--- src/rtl/rchan_pkg.sv ---
// Shared types and helpers for the right-hand channel receiver.
// FIFO entries are packed as {err, data}, so an entry is W+1 bits wide.
package rchan_pkg;

   typedef enum logic [0:0] {IDLE = 1'b0, ACK = 1'b1} rchan_state_t;

   localparam int RCHAN_W_DEF     = 8;
   localparam int RCHAN_DEPTH_DEF = 4;
   localparam int RCHAN_ENTRY_W   = RCHAN_W_DEF + 1;

   function automatic int clog2(input int n);
      int r;
      r = 0;
      while ((1 << r) < n) r++;
      return r;
   endfunction

   function automatic int entry_w(input int w);
      return w + 1;
   endfunction

endpackage

--- src/rtl/rchan_receiver_if.sv ---
// Channel bundle: 4-phase Rreq/Rack with bundled data and error rails,
// plus the synchronous valid/ready output stream.
interface rchan_receiver_if #(parameter int W = 8);
   logic         Rreq;
   logic [W-1:0] Rdata;
   logic         Err1;
   logic         Err0;
   logic         Rack;
   logic         out_valid;
   logic [W-1:0] out_data;
   logic         out_err;
   logic         out_ready;

   modport slave (
      input  Rreq, Rdata, Err1, Err0, out_ready,
      output Rack, out_valid, out_data, out_err
   );

   modport master (
      output Rreq, Rdata, Err1, Err0, out_ready,
      input  Rack, out_valid, out_data, out_err
   );
endinterface

--- src/rtl/rchan_fifo.sv ---
// DEPTH-entry FIFO with wrap-bit pointers. Exposes the head as it will be
// after this cycle's pop, so the top can register the output stage.
module rchan_fifo
   import rchan_pkg::*;
#(
   parameter int EW    = RCHAN_ENTRY_W,
   parameter int DEPTH = RCHAN_DEPTH_DEF
) (
   input  logic          clk,
   input  logic          rst,
   input  logic          push,
   input  logic          pop,
   input  logic [EW-1:0] din,
   output logic          full,
   output logic          empty,
   output logic [EW-1:0] head_nxt,
   output logic          avail_nxt
);
   localparam int AW = clog2(DEPTH);
   localparam int PW = AW + 1;

   logic [EW-1:0] mem [DEPTH];
   logic [PW-1:0] wr_ptr, rd_ptr, rd_ptr_nxt, cnt;
   logic          do_push, do_pop;

   assign full    = (wr_ptr[AW] != rd_ptr[AW]) && (wr_ptr[AW-1:0] == rd_ptr[AW-1:0]);
   assign empty   = (wr_ptr == rd_ptr);
   assign do_push = push & ~full;
   assign do_pop  = pop & ~empty;
   assign cnt     = wr_ptr - rd_ptr;

   // Availability ignores this cycle's push: a new entry reaches the output
   // one cycle after it is written, and the head read never races its write.
   assign rd_ptr_nxt = rd_ptr + PW'(do_pop);
   assign head_nxt   = mem[rd_ptr_nxt[AW-1:0]];
   assign avail_nxt  = (cnt != PW'(do_pop));

   always_ff @(posedge clk) begin
      if (rst) begin
         wr_ptr <= '0;
         rd_ptr <= '0;
      end else begin
         if (do_push) wr_ptr <= wr_ptr + 1'b1;
         if (do_pop)  rd_ptr <= rd_ptr_nxt;
      end
   end

   always_ff @(posedge clk) begin
      if (do_push) mem[wr_ptr[AW-1:0]] <= din;
   end

endmodule

--- src/rtl/rchan_receiver.sv ---
// Clocked 4-phase responder: synchronises Rreq, captures {err,data} into a FIFO,
// and presents it as a registered valid/ready stream. Option: RCHAN_SYNC2_EN.
module rchan_receiver
   import rchan_pkg::*;
#(
   parameter int W     = RCHAN_W_DEF,
   parameter int DEPTH = RCHAN_DEPTH_DEF
) (
   input  logic               clk,
   input  logic               rst,
   rchan_receiver_if.slave    rif
);
   localparam int EW = entry_w(W);
   localparam logic [0:0] S_IDLE = IDLE;
   localparam logic [0:0] S_ACK  = ACK;

`ifdef RCHAN_SYNC2_EN
   localparam int SYNC = 2;
`else
   localparam int SYNC = 1;
`endif

   logic [SYNC-1:0] req_pipe;
   logic            req_s;
   logic [0:0]      state;
   logic            rack_q;
   logic            push, pop, full, empty, avail_nxt;
   logic [EW-1:0]   din, head_nxt;
   logic            err_cap;
   logic            vld_q;
   logic [W-1:0]    data_q;
   logic            err_q;

`ifdef RCHAN_SYNC2_EN
   always_ff @(posedge clk) begin
      if (rst) req_pipe <= '0;
      else     req_pipe <= {req_pipe[0], rif.Rreq};
   end
`else
   always_ff @(posedge clk) begin
      if (rst) req_pipe <= '0;
      else     req_pipe <= rif.Rreq;
   end
`endif

   assign req_s = req_pipe[SYNC-1];

   // Both rails high is illegal and is recorded as an error, same as Err1 alone.
   assign err_cap = rif.Err1 | (rif.Err1 & rif.Err0);
   assign din     = {err_cap, rif.Rdata};
   assign push    = (state == S_IDLE) && req_s && !full;
   assign pop     = vld_q & rif.out_ready;

   always_ff @(posedge clk) begin
      if (rst) begin
         state  <= S_IDLE;
         rack_q <= 1'b0;
      end else begin
         case (state)
            S_IDLE: if (push) begin
               rack_q <= 1'b1;
               state  <= S_ACK;
            end
            S_ACK: if (!req_s) begin
               rack_q <= 1'b0;
               state  <= S_IDLE;
            end
            default: begin
               rack_q <= 1'b0;
               state  <= S_IDLE;
            end
         endcase
      end
   end

   rchan_fifo #(.EW(EW), .DEPTH(DEPTH)) u_fifo (
      .clk       (clk),
      .rst       (rst),
      .push      (push),
      .pop       (pop),
      .din       (din),
      .full      (full),
      .empty     (empty),
      .head_nxt  (head_nxt),
      .avail_nxt (avail_nxt)
   );

   // Registered head: holds its value while stalled since the slot cannot be
   // overwritten until it is popped.
   always_ff @(posedge clk) begin
      if (rst) begin
         vld_q  <= 1'b0;
         data_q <= '0;
         err_q  <= 1'b0;
      end else begin
         vld_q <= avail_nxt;
         if (avail_nxt) {err_q, data_q} <= head_nxt;
      end
   end

   assign rif.Rack      = rack_q;
   assign rif.out_valid = vld_q & ~empty;
   assign rif.out_data  = data_q;
   assign rif.out_err   = err_q;

endmodule

--- src/flat_wrapper.sv ---
// flat-port wrapper written by rule: the top's interface ports become plain ports
module rchan_receiver_flat import rchan_pkg::*;
#(
   parameter int W     = RCHAN_W_DEF,
   parameter int DEPTH = RCHAN_DEPTH_DEF
)
  (clk, rst, rif_Rreq, rif_Rdata, rif_Err1, rif_Err0, rif_out_ready, rif_Rack, rif_out_valid, rif_out_data, rif_out_err);
  rchan_receiver_if #(.W(W)) rif_i ();
  input  logic clk;
  input  logic rst;
  input wire logic [$bits(rif_i.Rreq)-1:0] rif_Rreq;
  input wire logic [$bits(rif_i.Rdata)-1:0] rif_Rdata;
  input wire logic [$bits(rif_i.Err1)-1:0] rif_Err1;
  input wire logic [$bits(rif_i.Err0)-1:0] rif_Err0;
  input wire logic [$bits(rif_i.out_ready)-1:0] rif_out_ready;
  output wire logic [$bits(rif_i.Rack)-1:0] rif_Rack;
  output wire logic [$bits(rif_i.out_valid)-1:0] rif_out_valid;
  output wire logic [$bits(rif_i.out_data)-1:0] rif_out_data;
  output wire logic [$bits(rif_i.out_err)-1:0] rif_out_err;
  assign rif_i.Rreq = rif_Rreq;
  assign rif_i.Rdata = rif_Rdata;
  assign rif_i.Err1 = rif_Err1;
  assign rif_i.Err0 = rif_Err0;
  assign rif_i.out_ready = rif_out_ready;
  assign rif_Rack = rif_i.Rack;
  assign rif_out_valid = rif_i.out_valid;
  assign rif_out_data = rif_i.out_data;
  assign rif_out_err = rif_i.out_err;
  rchan_receiver #(.W(W), .DEPTH(DEPTH)) u_core (.clk(clk), .rst(rst), .rif(rif_i));
endmodule
--- config.mk ---
export PLATFORM = sky130hd
export DESIGN_NAME = rchan_receiver_flat
export DESIGN_NICKNAME = d
export VERILOG_FILES = /design/src/rtl/rchan_pkg.sv /design/src/rtl/rchan_receiver_if.sv /design/src/rtl/rchan_fifo.sv /design/src/rtl/rchan_receiver.sv /design/src/flat_wrapper.sv
export SDC_FILE = /design/constraint.sdc
export NUM_CORES = 1
export LEC_CHECK = 0
export ABC_AREA = 1
export CORE_MARGIN = 8
export CORE_UTILIZATION = 51
export DETAILED_ROUTE_END_ITERATION = 6
export GPL_TIMING_DRIVEN = 0
export PLACE_DENSITY = 0.75
export SLEW_MARGIN = 20
export SYNTH_ARGS = -nofsm -noshare
export SYNTH_HDL_FRONTEND = slang
export SYNTH_SLANG_ARGS = --single-unit
--- constraint.sdc ---
create_clock -name clk -period 2.6 [get_ports clk]
set_clock_uncertainty 0.2 [all_clocks]
set_input_delay 0.39 -clock clk [delete_from_list [all_inputs] [get_ports clk]]
set_output_delay 0.39 -clock clk [all_outputs]
set_load 0.02 [all_outputs]
Yosys cells after proc, flatten, opt, wreduce, memory -nomap -nowiden:

Memory sizes are Yosys's and may differ from the RTL's. A register that Yosys moved wholly into a read port is not among the register bits.
Cells that the tools add are included.
W data, S select, Z words.

* memory bits (writable): 36
* register bits: 10
* memories: 1
* output and inout port bits: 11

* reduce and logical (&&, ||, !) cells: 5
* add/sub/neg operators: 3
* bitwise gates (word level): 9
* equal/unequal tests: 6
* muxes and demuxes: 8

Memory list
* u_core.u_fifo.mem: depth 4, bits a word 9, rd ports 1, clocked after memory_dff 1, wr ports 1, line rchan_fifo.sv:22 `logic [EW-1:0] mem [DEPTH];`

Operators with widths (count)
* $mux W1: 6
* $and A1 B1 Y1: 5
* $ne A2 B2 Y1 const B: 2
* $pmux W1 S2: 2
* $add A3 B1 Y3: 1
* $add A3 B1 Y3 const B: 1
* $eq A3 B3 Y1: 1
* $logic_and A1 B1 Y1: 3
* $ne A3 B1 Y1: 1
* $not A1 Y1: 3
* $sub A3 B3 Y3: 1
* $eq A2 B2 Y1: 1
* $reduce_and A2 Y1: 1
* $logic_not A1 Y1: 1
* $ne A1 B1 Y1: 1
* $or A1 B1 Y1: 1

Longest topological paths before layout:

* word-level depth: 7
* mapped depth: 15
* gate-level depth less buffers: 13

By module:

From an unflattened synthesis, not the netlist that was laid out.

* cell total of the unflattened synthesis: 221
* area, all modules: 2306.0 um^2

Modules (own cells, without submodules)
* rchan_fifo: cells an instance 161, instances 1, area an instance 1843.0 um^2
* rchan_receiver: cells an instance 60, instances 1, area an instance 462.9 um^2

Least setup slack after synthesis:

Ideal clock, no wire load.

* path kind: register to register
* from: register u_core.u_fifo.wr_ptr[0]
* to: register u_core.data_q[0], in the netlist u_core.rif.out_data[0] (read register of u_core.u_fifo.mem)
* slack: 172 ps
* buffers on the path: 3
* required time: 2344 ps
* stages on the path, launching flop included: 16
* period minus slack after synthesis: 2428 ps
* data arrival time: 2172 ps
* cell sequence: dfxtp_1 -> inv_1 -> ha_1 -> nand2_1 -> inv_1 -> nand3_4 -> nand3_4 -> buf_6 -> buf_6 -> inv_1 -> ha_1 -> clkbuf_1 -> nand3_1 -> nand3_1 -> nand2_1 -> inv_1

* longest elaborated chain between the ends: 4
* elaborated cells on any way between the ends: 6
* those cells by class: add/sub (2); eq/ne (2); bitwise (2)

Ends and longest elaborated chain
* from (decl): line rchan_fifo.sv:23 `logic [PW-1:0] wr_ptr, rd_ptr, rd_ptr_nxt, cnt;`
* from (signal assigned): line rchan_fifo.sv:43 `if (do_push) wr_ptr <= wr_ptr + 1'b1;`
* $eq A3 B3 Y1: line rchan_fifo.sv:27 `assign empty = (wr_ptr == rd_ptr);`
* $not A1 Y1: line rchan_fifo.sv:29 `assign do_pop = pop & ~empty;`
* $and A1 B1 Y1: line rchan_fifo.sv:29
* $add A3 B1 Y3: line rchan_fifo.sv:34 `assign rd_ptr_nxt = rd_ptr + PW'(do_pop);`
* net u_core.u_fifo.rd_ptr_nxt[1]: line rchan_fifo.sv:23
* to (decl): line rchan_receiver.sv:31 `logic [W-1:0] data_q;`

The timed path passes the listed nets, and every way through them passes these cells.
A chain may end at the register's enable or synchronous reset.

Final worst setup path:

* from: register u_core.u_fifo.wr_ptr[0]
* to: register u_core.data_q[1], in the netlist u_core.rif.out_data[1] (read register of u_core.u_fifo.mem)

Same word-level chain as after synthesis.

==> metrics.md <==
| Metric | Value |
|---|---|
| CTS tree | `built` |
| Slew headroom | `0.582` |
| Row cnt | `25` |
| Max cap viols | `0` |
| Synth Register Bits | `55` |
| Fill count | `390` |
| Worst-path fanout max | `10` |
| Fin nets | `319` |
| Worst setup SP type | `flip-flop` |
| Final setup TNS | `0 ns` |
| Synthesized cell area | `2560 µm²` |
| Pwr Density | `665 nW/µm²` |
| Largest net degree at the start of global routing | `17` |
| Fmax | `406 MHz` |
| DRT Pass-1 Iters | `4` |
| Leakage | `1.40 nW` |
| Top cells by count, synth | `inv_1, nand3_1, edfxtp_1` |
| Initial drt markers | `between 100 and 150` |
| Yosys warnings | `0` |
| Hold Violations, Final | `0` |
| Most used flip-flop cell after synthesis | `edfxtp_1` |
| Vias in the first global route | `1718` |
| Status | `finished, final reports clean` |
| CTS H-tree depth | `2` |
| CTS Buffer Depth | `2` |
| Total nets after synthesis | `288` |
| Final setup margin | `0.139 ns` |
| Largest family of logic cells by synthesized area | `simple AND/OR/NAND/NOR gates` |
| Largest cells by area after synthesis | `edfxtp_1, dfxtp_1, inv_1` |
| Fin util | `0.628` |
| Synth Area in Simple Gates | `0.200` |
| Vias | `between 1500 and 2000` |
| Synth unique cells | `26` |
| Share of the synthesized area in the top cell type | `0.422` |
| Total gr overflow | `0` |
| Hold Crit Class | `input port to flip-flop` |
| Xor and xnor area share after synthesis | `0.00342` |
| Initial antenna violation count | `0` |
| Area of the core | `4790 µm²` |
| Fin. max-slew vios | `0` |
| Reg area | `approximately 1500 µm²` |
| Post-Syn Area per Cell | `9.62 µm²` |
| Area of the multi-input gates | `763 µm²` |
| Worst Setup Path Type | `flip-flop to flip-flop` |
| Tcrit/Tclk final | `0.947` |
| Vias per inst | `4.87` |
| Tmin final | `2.46 ns` |
| DP Area | `about 2900 µm²` |
| Clk root buf | `clkbuf_8` |
| Most common cell in the netlist | `inv_1` |
| Final instance area | `3010 µm²` |
| Post-synthesis adder-cell area fraction | `0.0420` |
| Worst Tran Pin Value | `around 0.63 ns` |
| WL/cell | `13.9 µm` |
| Io pins | `25` |
| Setup WS pre-CTS | `-0.281 ns` |
| Sequential element share of the synthesized area | `0.571` |
| Data required time at the worst endpoint | `2.61 ns` |
| Synth-to-Final Area Change | `17.5%` |
| DR DRC count | `0` |
| Multiplexer share of the synthesized area | `0` |
| WL final | `5.09 mm` |
| Maximum VDD drop | `0.473 mV` |
| Clock Pin Slew Worst Setup and Hold Paths | `0.09 ns` |
| Ant diodes | `0` |
| Post-synth top area cell | `edfxtp_1` |
| Final setup viols | `0` |
| Post-synthesis compound-gate area fraction | `0.0484` |
| Share of cells above drive strength 1 | `0.131` |
| CP Data Arrival Time | `2.47 ns` |
| Post-synth EDFFs | `36` |
| Die area | `approximately 7500 µm²` |
| Reg2reg path depth | `14` |
| Routability cong. | `0.788` |
| Die Y | `86.9 µm` |
| Initial core utilization | `0.535` |
| Total CTS buffers | `5` |
| Cells after Synth | `266` |
| # port buffers | `22` |
| Die width | `just under 90 µm` |
| Global-route wire length before repair | `8.00 mm` |
| Hold WS | `0.141 ns` |
| Critical path capture point type | `flip-flop` |
| Post-detail-place hpwl | `3.30 mm` |
| Async S/R FF share, synth | `0` |
| Hold Path Cell Cnt | `1` |
| GRT Total Usage | `0.142` |
| Clock Sinks | `55` |
| Post-DRT Antenna Nets | `0` |
| Latest clock arrival within the worst-skew pair | `0.30 ns` |
[sequential cells by signal, summed over array words and instances (netlist names)]
signal                count
u_core.rif.Rack           1
u_core.rif.out_data       8
u_core.vld_q              1
u_core.u_fifo.mem        36
u_core.state              1
u_core.req_pipe           1
u_core.u_fifo.rd_ptr      3
u_core.rif.out_err        1
u_core.u_fifo.wr_ptr      3
[path summary, 6_finish.rpt]
check	endpoint	slack, ns	startpoint
max	u_core.rif.out_data[1]	0.14	u_core.u_fifo.wr_ptr[0]
min	u_core.u_fifo.mem[2][8]	0.14	rif_Err1
max reg2reg	u_core.rif.out_data[1]	0.14	u_core.u_fifo.wr_ptr[0]
min reg2reg	u_core.rif.Rack	0.28	u_core.state
[stage by stage]
stage / power, mW / instances
floorplan: 1.30 / 266
global placement: 1.46 / 355
detailed placement: 1.46 / 355
CTS: 2.00 / 362
global route: 2.09 / 365
finish: 2.00 / 365
[report_power, final]
| part | switching (mW) | internal, mW | leakage, nW |
|---|---|---|---|
| clock | 0.260 | 0.288 | 0.0524 |
| combinational | 0.254 | 0.176 | 0.860 |
| sequential | 0.0316 | 0.990 | 0.484 |
| total | 0.545 | 1.46 | 1.40 |
[kinds of logic after synthesis]
family                   count (synthesis)
AO/OA/AOI/OAI                           23
AND/OR/NAND/NOR                         98
XOR/XNOR                                 1
adder cells (fa/ha/maj)                  8
buffers and inverters                   81
flip-flops                              55
[layout by cell type, fill, tap and decap left out, drive strengths merged]
master / n
bufinv: 1
and2: 1
edfxtp: 36
dlygate4sd2: 1
nand2: 39
nor3: 1
fa: 1
clkinv: 1
nor2: 9
clkbuf: 10
xor2: 1
dfxtp: 19
a211oi: 1
clkdlybuf4s50: 21
o211ai: 1
a21oi: 6
nand3: 48
inv: 72
o21ai: 15
ha: 7
buf: 7
[what timing repair did]
| action | 4_1_cts | 5_1_grt |
|---|---|---|
| setup endpoints to repair | 39 | 47 |
| buffers inserted | 0 | 3 |
| hold buffers | 0 | 0 |
| gates resized for setup | 9 | 4 |
[routing by layer]
metal / part of all wire / track usage
met3: 0.064 / 0.0415
met4: 0.015 / 0.0845
met2: 0.50 / 0.239
met5: 0 / 0
met1: 0.43 / 0.155
[worst max-delay path, cell delays in order (launching register included)]
cell	delay, ns
dfxtp_2	0.36
inv_2	0.07
ha_1	0.31
nand2_1	0.06
inv_1	0.11
nand3_4	0.12
nand3_4	0.11
buf_6	0.16
inv_1	0.05
ha_1	0.33
clkbuf_8	0.20
nand3_1	0.08
nand3_1	0.08
nand2_1	0.07
inv_1	0.03
[layout make-up]
| class | instances | share of cell area |
|---|---|---|
| Buffer | 7 | 0.0233 |
| Clock buffer | 7 | 0.0254 |
| Clock inverter | 1 | 0.00998 |
| Inverter | 73 | 0.0928 |
| Multi-Input combinational cell | 130 | 0.254 |
| Sequential cell | 55 | 0.487 |
| Tap cell | 67 | 0.0279 |
| Timing Repair Buffer | 25 | 0.0803 |
Power figures use the tool's default switching activity.
